File: src/rtl/core_pkg.sv
// Shared core definitions: fetch FSM encoding, datapath width, the default
// bubble word and the IF/ID pipeline bundle.
package core_pkg;

   localparam int XLEN = 32;

   localparam logic [XLEN-1:0] NOP_INSTR_DEFAULT = 32'h0000_0000;

   typedef enum logic [1:0] {
      BOOT   = 2'd0,
      FETCH  = 2'd1,
      HALTED = 2'd2
   } fetch_state_t;

   typedef struct packed {
      logic            valid;
      logic [XLEN-1:0] instr;
      logic [XLEN-1:0] pc;
      logic [XLEN-1:0] pc_plus4;
   } ifid_t;

   // Redirect targets are forced onto a word boundary.
   function automatic logic [XLEN-1:0] word_align(input logic [XLEN-1:0] addr);
      return addr & ~XLEN'(3);
   endfunction

endpackage

File: src/rtl/ifetch_stage_if.sv
// Fetch-stage bus: instruction memory port plus the IF/ID handshake toward
// decode. master = fetch stage, slave = memory/decode side.
interface ifetch_stage_if;
   import core_pkg::*;

   logic [XLEN-1:0] imem_addr;
   logic [XLEN-1:0] imem_instr;
   logic            stall;
   logic            flush;
   logic            if_valid;
   logic [XLEN-1:0] if_instr;
   logic [XLEN-1:0] if_pc;
   logic [XLEN-1:0] if_pc_plus4;

   modport master (
      output imem_addr,
      input  imem_instr,
      input  stall,
      input  flush,
      output if_valid,
      output if_instr,
      output if_pc,
      output if_pc_plus4
   );

   modport slave (
      input  imem_addr,
      output imem_instr,
      output stall,
      output flush,
      input  if_valid,
      input  if_instr,
      input  if_pc,
      input  if_pc_plus4
   );

endinterface

File: src/rtl/ifetch_pc_reg.sv
// Program counter with next-PC mux. With IFETCH_PC_DUP_EN a lockstep shadow
// PC runs its own copy of the mux and any divergence latches dup_err.
module ifetch_pc_reg
   import core_pkg::*;
#(
   parameter logic [XLEN-1:0] RESET_PC = 32'h0000_0000
) (
   input  logic            clk,
   input  logic            rst,
   input  logic            load_redirect,
   input  logic            advance,
   input  logic [XLEN-1:0] target,
   output logic [XLEN-1:0] pc,
   output logic            dup_err
`ifdef IFETCH_PC_DUP_EN
   ,
   input  logic [XLEN-1:0] fault
`endif
);

   logic [XLEN-1:0] pc_p0;

   function automatic logic [XLEN-1:0] next_pc(input logic [XLEN-1:0] cur);
      if (load_redirect) return target;
      else if (advance)  return cur + XLEN'(4);
      else               return cur;
   endfunction

   always_ff @(posedge clk or posedge rst) begin
      if (rst) pc_p0 <= RESET_PC;
      else     pc_p0 <= next_pc(pc_p0);
   end

   assign pc = pc_p0;

`ifdef IFETCH_PC_DUP_EN
   logic [XLEN-1:0] shadow_p0;
   logic            dup_q;

   // Shadow advances from its own value so a single upset persists.
   always_ff @(posedge clk or posedge rst) begin
      if (rst) begin
         shadow_p0 <= RESET_PC;
         dup_q     <= 1'b0;
      end else begin
         shadow_p0 <= next_pc(shadow_p0) ^ fault;
         dup_q     <= dup_q | (pc_p0 != shadow_p0);
      end
   end

   assign dup_err = dup_q;
`else
   assign dup_err = 1'b0;
`endif

endmodule

File: src/rtl/ifetch_stage.sv
// Instruction fetch stage: BOOT/FETCH/HALTED control, IF/ID register and
// fetch counter. Optional PC lockstep check under IFETCH_PC_DUP_EN.
module ifetch_stage
   import core_pkg::*;
#(
   parameter logic [XLEN-1:0] RESET_PC  = 32'h0000_0000,
   parameter logic [XLEN-1:0] NOP_INSTR = NOP_INSTR_DEFAULT
) (
   input  logic            clk,
   input  logic            rst,
   ifetch_stage_if.master  bus,
   input  logic            redirect_valid,
   input  logic [XLEN-1:0] redirect_pc,
   input  logic            halt_req,
   output logic            halted,
   output logic            misalign_err,
   output logic            pc_dup_err,
   output logic [XLEN-1:0] fetch_count
`ifdef IFETCH_PC_DUP_EN
   ,
   input  logic [XLEN-1:0] pc_fault
`endif
);

   fetch_state_t    state_q, state_d;
   logic            pc_redirect, pc_advance;
   logic            ifid_load, ifid_bubble, misalign_set;
   logic [XLEN-1:0] pc_p0;
   ifid_t           ifid_p1;
   logic [XLEN-1:0] count_q;
   logic            misalign_q;

   ifetch_pc_reg #(.RESET_PC(RESET_PC)) u_pc (
      .clk           (clk),
      .rst           (rst),
      .load_redirect (pc_redirect),
      .advance       (pc_advance),
      .target        (word_align(redirect_pc)),
      .pc            (pc_p0),
      .dup_err       (pc_dup_err)
`ifdef IFETCH_PC_DUP_EN
      ,
      .fault         (pc_fault)
`endif
   );

   always_ff @(posedge clk or posedge rst) begin
      if (rst) state_q <= BOOT;
      else     state_q <= state_d;
   end

   always_comb begin
      state_d     = state_q;
      pc_redirect = 1'b0;
      pc_advance  = 1'b0;
      ifid_load   = 1'b0;
      ifid_bubble = 1'b0;
      case (state_q)
         BOOT: state_d = FETCH;
         FETCH: begin
            // redirect > flush > stall > halt > normal fetch
            if (redirect_valid) begin
               pc_redirect = 1'b1;
               ifid_bubble = 1'b1;
            end else if (bus.flush) begin
               ifid_bubble = 1'b1;
            end else if (!bus.stall) begin
               if (halt_req) begin
                  ifid_bubble = 1'b1;
                  state_d     = HALTED;
               end else begin
                  ifid_load  = 1'b1;
                  pc_advance = 1'b1;
               end
            end
         end
         HALTED: begin
            ifid_bubble = 1'b1;
            pc_redirect = redirect_valid;
            if (!halt_req) state_d = FETCH;
         end
         default: state_d = BOOT;
      endcase
      misalign_set = pc_redirect && (redirect_pc[1:0] != 2'b00);
   end

   // ---- stage boundary: PC (p0) -> IF/ID (p1) ----
   always_ff @(posedge clk or posedge rst) begin
      if (rst) begin
         ifid_p1 <= '{valid: 1'b0, instr: NOP_INSTR, pc: '0, pc_plus4: '0};
      end else if (ifid_load) begin
         ifid_p1 <= '{valid: 1'b1, instr: bus.imem_instr, pc: pc_p0,
                      pc_plus4: pc_p0 + XLEN'(4)};
      end else if (ifid_bubble) begin
         ifid_p1.valid <= 1'b0;
         ifid_p1.instr <= NOP_INSTR;
      end
   end

   always_ff @(posedge clk or posedge rst) begin
      if (rst) begin
         count_q    <= '0;
         misalign_q <= 1'b0;
      end else begin
         if (ifid_load)    count_q    <= count_q + XLEN'(1);
         if (misalign_set) misalign_q <= 1'b1;
      end
   end

   assign bus.imem_addr   = pc_p0;
   assign bus.if_valid    = ifid_p1.valid;
   assign bus.if_instr    = ifid_p1.instr;
   assign bus.if_pc       = ifid_p1.pc;
   assign bus.if_pc_plus4 = ifid_p1.pc_plus4;
   assign halted          = (state_q == HALTED);
   assign misalign_err    = misalign_q;
   assign fetch_count     = count_q;

endmodule
File: src/flat_wrapper.sv
// flat-port wrapper written by rule: the top's interface ports become plain ports
module ifetch_stage_flat import core_pkg::*;
#(
   parameter logic [XLEN-1:0] RESET_PC  = 32'h0000_0000,
   parameter logic [XLEN-1:0] NOP_INSTR = NOP_INSTR_DEFAULT
)
  (clk, rst, redirect_valid, redirect_pc, halt_req, halted, misalign_err, pc_dup_err, fetch_count, bus_imem_addr, bus_imem_instr, bus_stall, bus_flush, bus_if_valid, bus_if_instr, bus_if_pc, bus_if_pc_plus4);
  ifetch_stage_if bus_i ();
  input  logic clk;
  input  logic rst;
  input  logic redirect_valid;
  input  logic [XLEN-1:0] redirect_pc;
  input  logic halt_req;
  output logic halted;
  output logic misalign_err;
  output logic pc_dup_err;
  output logic [XLEN-1:0] fetch_count;
  output wire logic [$bits(bus_i.imem_addr)-1:0] bus_imem_addr;
  input wire logic [$bits(bus_i.imem_instr)-1:0] bus_imem_instr;
  input wire logic [$bits(bus_i.stall)-1:0] bus_stall;
  input wire logic [$bits(bus_i.flush)-1:0] bus_flush;
  output wire logic [$bits(bus_i.if_valid)-1:0] bus_if_valid;
  output wire logic [$bits(bus_i.if_instr)-1:0] bus_if_instr;
  output wire logic [$bits(bus_i.if_pc)-1:0] bus_if_pc;
  output wire logic [$bits(bus_i.if_pc_plus4)-1:0] bus_if_pc_plus4;
  assign bus_imem_addr = bus_i.imem_addr;
  assign bus_i.imem_instr = bus_imem_instr;
  assign bus_i.stall = bus_stall;
  assign bus_i.flush = bus_flush;
  assign bus_if_valid = bus_i.if_valid;
  assign bus_if_instr = bus_i.if_instr;
  assign bus_if_pc = bus_i.if_pc;
  assign bus_if_pc_plus4 = bus_i.if_pc_plus4;
  ifetch_stage #(.RESET_PC(RESET_PC), .NOP_INSTR(NOP_INSTR)) u_core (.clk(clk), .rst(rst), .bus(bus_i), .redirect_valid(redirect_valid), .redirect_pc(redirect_pc), .halt_req(halt_req), .halted(halted), .misalign_err(misalign_err), .pc_dup_err(pc_dup_err), .fetch_count(fetch_count));
endmodule
File: config.mk
export PLATFORM = sky130hd
export DESIGN_NAME = ifetch_stage_flat
export DESIGN_NICKNAME = d
export VERILOG_FILES = /design/src/rtl/core_pkg.sv /design/src/rtl/ifetch_stage_if.sv /design/src/rtl/ifetch_pc_reg.sv /design/src/rtl/ifetch_stage.sv /design/src/flat_wrapper.sv
export SDC_FILE = /design/constraint.sdc
export NUM_CORES = 1
export LEC_CHECK = 0
export CORE_AREA = 2 2 140 142
export CTS_CLUSTER_DIAMETER = 200
export DETAILED_ROUTE_END_ITERATION = 8
export DIE_AREA = 0 0 142 144
export HOLD_SLACK_MARGIN = 0.1
export PLACE_DENSITY = 0.69
export RECOVER_POWER = 50
export SLEW_MARGIN = 20
export SYNTH_ARGS = -nofsm -noshare
export SYNTH_HDL_FRONTEND = slang
export SYNTH_HIERARCHICAL = 1
export SYNTH_SLANG_ARGS = --single-unit
File: constraint.sdc
create_clock -name clk -period 5.15 [get_ports clk]
set_input_delay 1.03 -clock clk [delete_from_list [all_inputs] [get_ports clk]]
set_output_delay 1.03 -clock clk [all_outputs]
set_load 0.01 [all_outputs]
After elaboration in Yosys (flattened, before gate mapping)
Cells that the tools add are included.

Add/subtract/negate cells: 2. Eq/ne operators: 7. Mux-type cells: 22. Reductions and logical operators: 6.

Operators with widths (number): $mux 33 (2); $mux 32 (2); $add 32x1->32 const B (1); $add 32x3->32 const B (1); $mux 1 (10); $mux 2 (5); $ne 2x2->1 const B (5); $pmux 2 s3 (1); $reduce_bool 2->1 (3); $reduce_and 5->1 (1); $pmux 1 s2 (2); $eq 2x1->1 const B (1); $eq 2x2->1 const B (1); $logic_not 2->1 (1); $logic_and 1x1->1 (1).

Register bits after elaboration: 164. Logic and storage cells: 45.

Logic depth before layout (Yosys ltp)
Gate-level depths: netlist (run 1).

Depth in word-level cells: 7. Depth in mapped cells: 13. Gate-level depth less buffers: 8.

By module
The synthesis (run 1) kept the hierarchy.

Modules (own cells, without submodules): ifetch_stage (times used 1, cells an instance 542, area an instance 5642.9 sq um, seq. area each 3253.1 sq um); ifetch_pc_reg (times used 1, cells an instance 205, area an instance 1860.5 sq um, seq. area each 800.8 sq um).

Worst setup path after synthesis (run 1)
Ideal clock, no wire load.

Path kind: input port to flip-flop. From: input port bus_stall. To: register u_core.u_pc.pc_p0[25] (netlist: u_core/u_pc/pc[25]). Setup time: 0.082 ns. Arrival time: 3.207 ns. Required time: 5.068 ns. Path slack: 1.861 ns. Stages on the path: 11. Cells stage by stage: nor4_4 > nand2_1 > inv_1 > buf_2 > buf_2 > and4_1 > buf_4 > nand2_2 > buf_2 > or4_1 > a31oi_1.

Longest elaborated chain between the ends: 5.

RTL lines: start, declared (line flat_wrapper.sv:20) `input wire logic [$bits(bus_i.stall)-1:0] bus_stall;`; $mux 1 (4 in a row); via u_core.ifid_load (line ifetch_stage.sv:27) `logic ifid_load, ifid_bubble, misalign_set;`; $reduce_bool 2->1 (no line); end signal, assigned (line ifetch_pc_reg.sv:31) `else pc_p0 <= next_pc(pc_p0);`; end, declared (line ifetch_pc_reg.sv:21) `logic [XLEN-1:0] pc_p0;`.

The timed path passes the listed nets, and every way through them passes these cells. A chain may end at the register's enable or synchronous reset.

Final worst setup path (run 1)
From: input port bus_stall. To: register u_core.u_pc.pc_p0[25] (netlist: u_core/u_pc/pc[25]).

Longest elaborated chain between the ends: 5.

RTL lines: $mux 1 (line ifetch_stage.sv:67) `end else if (!bus.stall) begin`; $mux 1 (line ifetch_stage.sv:65) `end else if (bus.flush) begin`; $mux 1 (line ifetch_stage.sv:62) `if (redirect_valid) begin`; $mux 1 (line ifetch_stage.sv:58) `case (state_q)`; $reduce_bool 2->1 (no line).

No other way between the ends.

==> results of run 1 <==
critical path, stage by stage:
cell	delay, ns
dlygate4sd3_1	0.60
nor4_1	1.03
nand2_4	0.11
inv_2	0.10
and4_1	0.37
nand2_2	0.22
or4_1	0.54
a31oi_1	0.19
cells in the final DEF (no fill, tap or decap), types with 6 or more instances in the layout:
cell type        count
and4_1              13
clkbuf_16           17
o21ai_1              6
xor2_1              37
o21ai_0             41
nand4_1             25
xnor2_1             34
a22o_1              32
inv_1               10
clkdlybuf4s50_1    156
dfrtp_1            162
ha_1                 6
or4_1               11
dlygate4sd3_1       76
nand2_1            178
a31oi_1              9
nand3_1             42
and3_1              13
o31ai_1              8
nor2_1              22
stage by stage:
step	total power, mW	util
floorplan	3.030	-
CTS	5.603	0.5560
finish	5.464	0.5550
global route	5.797	0.5550
detailed placement	4.280	0.5242
global placement	4.247	0.5242
cell type report:
type | count | area (um2) | area share
Timing Repair Buffer | 238 | 2364 | 0.2232
Clock inverter | 14 | 168.9 | 0.01595
Clock buffer | 18 | 439.2 | 0.04147
Sequential cell | 162 | 4054 | 0.3828
Multi-Input combinational cell | 533 | 3213 | 0.3034
Tap cell | 238 | 297.8 | 0.02812
Inverter | 13 | 52.55 | 0.004963
worst min-delay path by stage:
stage                         from                   to  depth (start not counted)
3_3_place_gp   u_core/misalign_err  u_core/misalign_err                          1
5_1_grt        u_core/misalign_err  u_core/misalign_err                          1
4_1_cts        u_core/misalign_err  u_core/misalign_err                          1
6_report       u_core/misalign_err  u_core/misalign_err                          1
2_1_floorplan    u_core/state_q[0]    u_core/state_q[0]                          1
3_5_place_dp   u_core/misalign_err  u_core/misalign_err                          1
state kept, by name, summed over array words and instances, names as in the netlist:
signal                  count
u_core/bus.if_instr        32
u_core/misalign_err         1
u_core/bus.if_valid         1
u_core/u_pc/pc             32
u_core/bus.if_pc_plus4     30
u_core/state_q              2
u_core/fetch_count         32
u_core/bus.if_pc           32
where the power goes:
part	leakage (nW)	switching [mW]	internal, mW
sequential	2.10	0.565	1.67
clock	0.296	0.554	0.745
combinational	2.33	0.914	1.01
total	4.73	2.03	3.43
cells by family after synthesis:
family / after synthesis / share of synthesized area
AO/OA/AOI/OAI: 115 / 0.1039
XOR/XNOR: 71 / 0.08288
adder cells (fa/ha/maj): 6 / 0.01000
buffers and inverters: 53 / 0.03168
flip-flops: 162 / 0.5403
multiplexers: 3 / 0.004335
other: 2 / 0.001001
AND/OR/NAND/NOR: 335 / 0.2259
layer usage:
layer	up-vias	track usage
li1	3047	-
met3	11	0.04834
met2	227	0.3249
met1	3097	0.2875
met5	-	0
met4	0	0.04842
==> results.toml, run 1 <==
[pwr]
irDropWorstVdd_mv = 0.2571
powerDensity_mw_per_mm2 = 516.0
leakage_nw = 4.725

[worst_setup_path]
timing.rr.start = "u_core/state_q[1]"
criticalPathCategory = "primary input to flop"
cp_data_arrival_time_ns = 4.20
startpoint = "bus_stall"
crit_path_end = "u_core/u_pc/pc[25]"
rrSetupSlack_ns = 2.65
worst-r2r-cell-count = 8
timing.rr.end = "u_core/u_pc/pc[25]"
critPathLaunchType = "primary input"
worstSetupEndpointType = "flop"
crit_path_max_fanout = 12
critPathRequiredTime_ns = 5.49

[cts]
post_cts_resized = 0
cts_root_buf = "clkbuf_16"
htreeDepth = 4
clk_transition_reported_paths_ns = 0.07
cts.path.max_buffers = 2
cts_buffers = 17
ctsHoldBuffers = 0
cts_tree = "yes"
post_cts.repair.setup_buffers = 0
cts_sinks = 162
insertion_delay_ns = 0.42

[layout]
drive_gt1_frac = 0.05726
diodes = 0
nets = 1041
n_fill_cell = 1687
design_area_mm2 = 0.01059
final_cells = 1216
area_growth_pct = 41.12

[yosys]
synth_most_common_cell = "nand2_1"
synthTopCellsByArea = "dfrtp_1 54%, nand2_1 9.0%, xor2_1 4.3%"
synth_common_cells = "179 x nand2_1, 162 x dfrtp_1, 42 x nand3_1, 41 x o21ai_0, 37 x xor2_1"
synthesis.area_mm2 = 0.007503
synth_cell_types = 54
synth-seq-cells = 162
synthCells = 747
synth_edf_count = 0
synth.top_cell.area_share = 0.5403
seq_area_frac_synth = 0.5403
synthArstFlopShare = 1.000
synth_top_area_cell = "dfrtp_1"
avgSynthCellArea_um2 = 10.04
yosys_warnings = 6
synthFlopType = "dfrtp_1"

[placement]
portBuffers = 232
dpl.cell_count = 1184
place_ws_ns = 1.462
place_area_mm2 = 0.01000
gp_congestion = 0.8138
dp_hpwl_um = 14660

[routing]
vias = 6382
top_layer_used = "met4"
postRouteWirelength_um = 21100
postRouteAntennaNets = 0
drt_pass1_iterations = 6
dr_wl_met2_um = 9744
met3_length_um = 1315
first_iter_violations = 282
m1WireLength_um = 9857
drcViolationCount = 0
routedWlPerCell_um = 17.35
viasPerCell = 5.248

[floorplan]
rows = 51
die_y_um = 144
start_util = 0.3933
chipWidth_um = 142
dieArea_mm2 = 0.02045
core-area_mm2 = 0.01908
io_pins = 234

[timing]
finalSetupTns_ns = 0
whs_ns = 0.4650
rsz0062_at_grt = "no"
hold_viol = 0
relSlewSlack = -0.5597
setup_viol = 0
setup_slack_ns = 1.294
fin_crit_sh = 0.7487
worst_pin_slew_ns = 2.340
max_freq_mhz = 259.4
layout_min_cycle_time_ns = 3.856
skew_ns = 0.01003
drv_slew = 142

[grt]
grt_pass1_vias = 6054
grt_max_degree = 109
grt_pass1_wl_um = 32910
antenna_found_initial = 0
overflow = 0
track_usage = 0.2054

[run]
drv_cap = 2

[status]
violations = "capacitance limit, slew limit"
status = "finished with violations"

[min_path]
worstHoldPathType = "flop to flop"
Power figures use the tool's default switching activity.
==> run 2, diff against run 1 <==
- clock period: 5.15 -> 3.9 ns (I/O delays scaled with it)
==> run 2 against run 1 <==
Net effect: the flow still finishes with violations (capacitance limit, slew limit); count of clock-buffer cells in the layout did not move; sequential share of layout area shrank 0.14 points; register-to-register slack lost 1.2 ns; highest routed layer unchanged; largest cell class unchanged; worst hold slack got worse by 0.0040 ns.
==> results.toml, run 2 (same netlist as run 1, synthesis figures left out) <==
[status]
status = "finished with violations"
violations = "capacitance limit, slew limit"

[timing]
finalSetupTns_ns = 0
fin_crit_sh = 0.7808
layout_min_cycle_time_ns = 3.045
relSlewSlack = -0.1909
setup_slack_ns = 0.8547
rsz0062_at_grt = "no"
drv_slew = 33
max_freq_mhz = 328.4
hold_viol = 0
skew_ns = 0.01006
worst_pin_slew_ns = 1.786
setup_viol = 0
whs_ns = 0.4610

[pwr]
leakage_nw = 4.734
p_total_mw = 7.186
powerDensity_mw_per_mm2 = 676.3
irDropWorstVdd_mv = 0.3043

[worst_setup_path]
critPathRequiredTime_ns = 4.25
crit_chain = "dlygate4sd3_1 > nor4_4 > nand2_4 > inv_2 > and4_1 > nand2_2 > or4_1 > a31oi_1"
worstSetupEndpointType = "flop"
criticalPathCategory = "primary input to flop"
crit_path_max_fanout = 12
critPathLaunchType = "primary input"
cpPeakStageDelay_ns = 0.63
rrSetupSlack_ns = 1.44
slowest_stage = "dlygate4sd3_1"
cp_data_arrival_time_ns = 3.39
crit_family = "simple AND/OR/NAND/NOR gates"
crit_buf_inv = 2

[placement]
place_area_mm2 = 0.01005
place_ws_ns = 0.4989
dp_hpwl_um = 14900
portBuffers = 232
gp_congestion = 0.8264
dpl.cell_count = 1188

[routing]
viasPerCell = 5.279
first_iter_violations = 339
routedWlPerCell_um = 17.36
drcViolationCount = 0
postRouteWirelength_um = 21170
drt_pass1_iterations = 5
vias = 6440
postRouteAntennaNets = 0

[min_path]
worstHoldPathType = "flop to flop"

[grt]
grt_max_degree = 94
antenna_found_initial = 0
track_usage = 0.2084
grt_pass1_vias = 6082
grt_pass1_wl_um = 32860
overflow = 0

[cts]
clk_transition_reported_paths_ns = 0.07
cts_tree = "yes"
cts.path.max_buffers = 2
post_cts.repair.setup_buffers = 0
htreeDepth = 4
cts_root_buf = "clkbuf_16"
ctsHoldBuffers = 0
post_cts_resized = 0
cts_sinks = 162
cts_buffers = 17
insertion_delay_ns = 0.42

[floorplan]
rows = 51
die_y_um = 144
io_pins = 234
chipWidth_um = 142
core-area_mm2 = 0.01908
start_util = 0.3933
dieArea_mm2 = 0.02045

[layout]
multi_input_area_mm2 = 0.003223
drive_gt1_frac = 0.05906
final_util = 0.5570
nets = 1045
n_fill_cell = 1717
layout_common_cells = "178 x nand2_1, 162 x dfrtp_1, 158 x clkdlybuf4s50_1"
final_cells = 1220
seqCellArea_mm2 = 0.004054
diodes = 0
final_common_cell = "nand2_1"
area_growth_pct = 41.62
design_area_mm2 = 0.01063

[run]
drv_cap = 1
## run 2: layout make-up
cell class              instances  share of cell area
multi-input cells             533              0.3033
flip-flops and latches        162              0.3815
repair buffers                242              0.2269
inverters                      13            0.004710
well taps                     238             0.02802
clock inverters                14             0.01425
clock buffers                  18             0.04133
## run 2: worst register-to-register path, cell delays in order, from the launching register on
cell and delay, ns:
dfrtp_1 0.38, inv_1 0.09, ha_1 0.42, nand2_4 0.12, inv_2 0.09, and4_1 0.36
nand2_2 0.21, or4_1 0.54, a31oi_1 0.18
## run 2: worst paths after layout
kind	start	depth (start not counted)	endpoint
worst max-delay path	bus_stall	8	u_core/u_pc/pc[25]
worst min-delay path	u_core/fetch_count[31]	1	u_core/fetch_count[31]
worst max register to register	u_core/state_q[1]	8	u_core/u_pc/pc[25]
worst min register to register	u_core/fetch_count[31]	1	u_core/fetch_count[31]
max in group asynchronous	rst	3	u_core/bus.if_instr[12]
min in group asynchronous	rst	2	u_core/bus.if_pc[7]
## run 2: routing by layer
| layer | track usage | share of wire | wire [um] | up-vias |
|---|---|---|---|---|
| li1 | - | - | - | 3057 |
| met1 | 0.2893 | 0.45 | 9625 | 3144 |
| met2 | 0.3285 | 0.48 | 10110 | 226 |
| met3 | 0.04868 | 0.060 | 1274 | 13 |
| met4 | 0.05895 | 0.0077 | 163 | 0 |
| met5 | 0 | 0 | 0 | - |
## run 2: where the power goes
part           internal (mW)  leakage, nW  switching (mW)
clock                  0.968        0.281           0.709
combinational           1.35         2.35            1.21
sequential              2.21         2.10           0.735
==> run 3, diff against run 2 <==
- clock period: 3.9 -> 2.9 ns (I/O delays scaled with it)
==> run 3 against run 2 <==
Net effect: the run still ends with capacitance limit, slew limit left; final area grew 1.3%; clock power grew 43%; worst setup slack lost 0.55 ns; sequential power grew 30%; sequential share of layout area shrank 0.50 points; count of clock-buffer cells in the layout shrank 1; wire length grew 0.20%; non-clock buffer count grew 15; via count grew 0.33%; critical path depth is the same; global-route usage grew 0.20 points; first-iteration DRC count grew 4.1%; largest cell class unchanged.
==> results.toml, run 3 (same netlist as run 1, synthesis figures left out) <==
[worst_setup_path]
slowest_stage = "dlygate4sd3_1"
crit_path_max_fanout = 8
cp_data_arrival_time_ns = 2.95
worstSetupEndpointType = "flop"
crit_family = "simple AND/OR/NAND/NOR gates"
criticalPathCategory = "primary input to flop"
critPathRequiredTime_ns = 3.25
rrSetupSlack_ns = 0.59
cpPeakStageDelay_ns = 0.59
crit_chain = "dlygate4sd3_1 > nor4_4 > nand2_4 > inv_2 > and3_1 > nand4_4 > or4_1 > a31oi_1"
timing.rr.end = "u_core/u_pc/pc[28]"
timing.rr.start = "u_core/state_q[1]"
worst-r2r-cell-count = 8
crit_buf_inv = 2
critPathLaunchType = "primary input"

[floorplan]
core-area_mm2 = 0.01908
start_util = 0.3933
die_y_um = 144
chipWidth_um = 142
rows = 51
dieArea_mm2 = 0.02045
io_pins = 234

[placement]
dpl.cell_count = 1203
place_area_mm2 = 0.01018
gp_congestion = 0.8093
dp_hpwl_um = 14990
portBuffers = 232

[cts]
cts_tree = "yes"
ctsHoldBuffers = 0
post_cts_resized = 0
cts.path.max_buffers = 2
post_cts.repair.setup_buffers = 0
cts_root_buf = "clkbuf_16"
insertion_delay_ns = 0.43
cts_buffers = 17
htreeDepth = 4
cts_sinks = 162
clk_transition_reported_paths_ns = 0.06

[grt]
grt_max_degree = 94
top_usage_layer = "met2"
grt_pass1_wl_um = 33620
grt_use_met1 = 0.2881
track_usage = 0.2105
use_met3 = 0.04404
antenna_found_initial = 0
overflow = 0
grt_pass1_vias = 6279
use_met2 = 0.3336

[status]
status = "finished with violations"
violations = "capacitance limit, slew limit"

[layout]
layout_common_cells = "178 x nand2_1, 174 x clkdlybuf4s50_1, 162 x dfrtp_1"
multi_input_area_mm2 = 0.003223
area_growth_pct = 43.49
final_util = 0.5643
nets = 1060
design_area_mm2 = 0.01077
drive_gt1_frac = 0.07229
final_common_cell = "nand2_1"
final_cells = 1234
seqCellArea_mm2 = 0.004054
diodes = 0
n_fill_cell = 1697

[min_path]
hold_start = "u_core/bus.if_pc[23]"
worstHoldPathType = "flop to flop"
min_to = "u_core/bus.if_pc[23]"
holdPathStages = 2

[timing]
layout_min_cycle_time_ns = 2.597
fin_crit_sh = 0.8955
skew_ns = 0.01066
relSlewSlack = -0.1887
hold_viol = 0
rsz0062_at_grt = "no"
finalSetupTns_ns = 0
setup_viol = 0
max_freq_mhz = 385.0
worst_pin_slew_ns = 1.783
drv_slew = 33

[routing]
drt_pass1_iterations = 5
postRouteWirelength_um = 21220
first_iter_violations = 353
vias = 6461
postRouteAntennaNets = 0
routedWlPerCell_um = 17.19
drcViolationCount = 0
viasPerCell = 5.236

[pwr]
swShare = 0.3605
irDropWorstVdd_mv = 0.4605
powerDensity_mw_per_mm2 = 922.9
power_switching_mw = 3.582
leakage_nw = 4.776
p_seq_frac = 0.384
combinationalPowerShare = 0.373
clockPowerShare = 0.243
internal_power_mw = 6.354

[run]
drv_cap = 1
## run 3: metal layers
layer  share of wire  wire (um)  vias to the layer above
met5               0          0                        -
met1            0.46       9662                     3120
li1                -          -                     3085
met2            0.47       9961                      229
met3           0.055       1162                       27
met4           0.020        431                        0
## run 3: worst reg2reg max path, delay by kind of cell, from the launching register on
| family | cells | cell delay, ns |
|---|---|---|
| AND/OR/NAND/NOR | 4 | 1.11 |
| AO/OA/AOI/OAI | 1 | 0.18 |
| buffers and inverters | 2 | 0.17 |
| flip-flops | 1 | 0.38 |
| adder cells (fa/ha/maj) | 1 | 0.38 |
## run 3: worst max-delay path by stage
stage | endpoint | cells past startpoint | startpoint
2_1_floorplan | u_core/u_pc/pc[25] | 11 | bus_stall
5_1_grt | u_core/u_pc/pc[22] | 8 | bus_stall
3_3_place_gp | u_core/u_pc/pc[22] | 8 | halt_req
4_1_cts | u_core/u_pc/pc[28] | 8 | bus_stall
6_report | u_core/u_pc/pc[28] | 8 | bus_stall
3_5_place_dp | u_core/u_pc/pc[22] | 8 | bus_stall
## run 3: metrics by stage
| step | hold WS (ns) | total power [mW] | setup slack, ns |
|---|---|---|---|
| finish | 0.4665 | 9.936 | 0.3029 |
| CTS | 0.4754 | 10.16 | 0.4355 |
| detailed placement | 0.4616 | 7.718 | 0.006235 |
| global placement | 0.4497 | 7.655 | 0.01701 |
| floorplan | 0.4998 | 5.382 | 0.06107 |
| global route | 0.4894 | 10.54 | 0.2068 |
## run 3: final cells by class
cell class | instances | area share
Multi-Input combinational cell | 533 | 0.2994
Inverter | 13 | 0.004881
Clock inverter | 14 | 0.01906
Tap cell | 238 | 0.02766
Clock buffer | 17 | 0.03951
Timing Repair Buffer | 257 | 0.2330
Sequential cell | 162 | 0.3765
## run 3: power by group through the flow
stage | Sequential [mW] | Combinational [mW] | Clock (mW)
floorplan | 4.04 | 1.34 | 0
global placement | 3.86 | 3.79 | 0
detailed placement | 3.88 | 3.84 | 0
CTS | 3.84 | 3.86 | 2.47
global route | 3.95 | 4.03 | 2.56
finish | 3.82 | 3.70 | 2.41
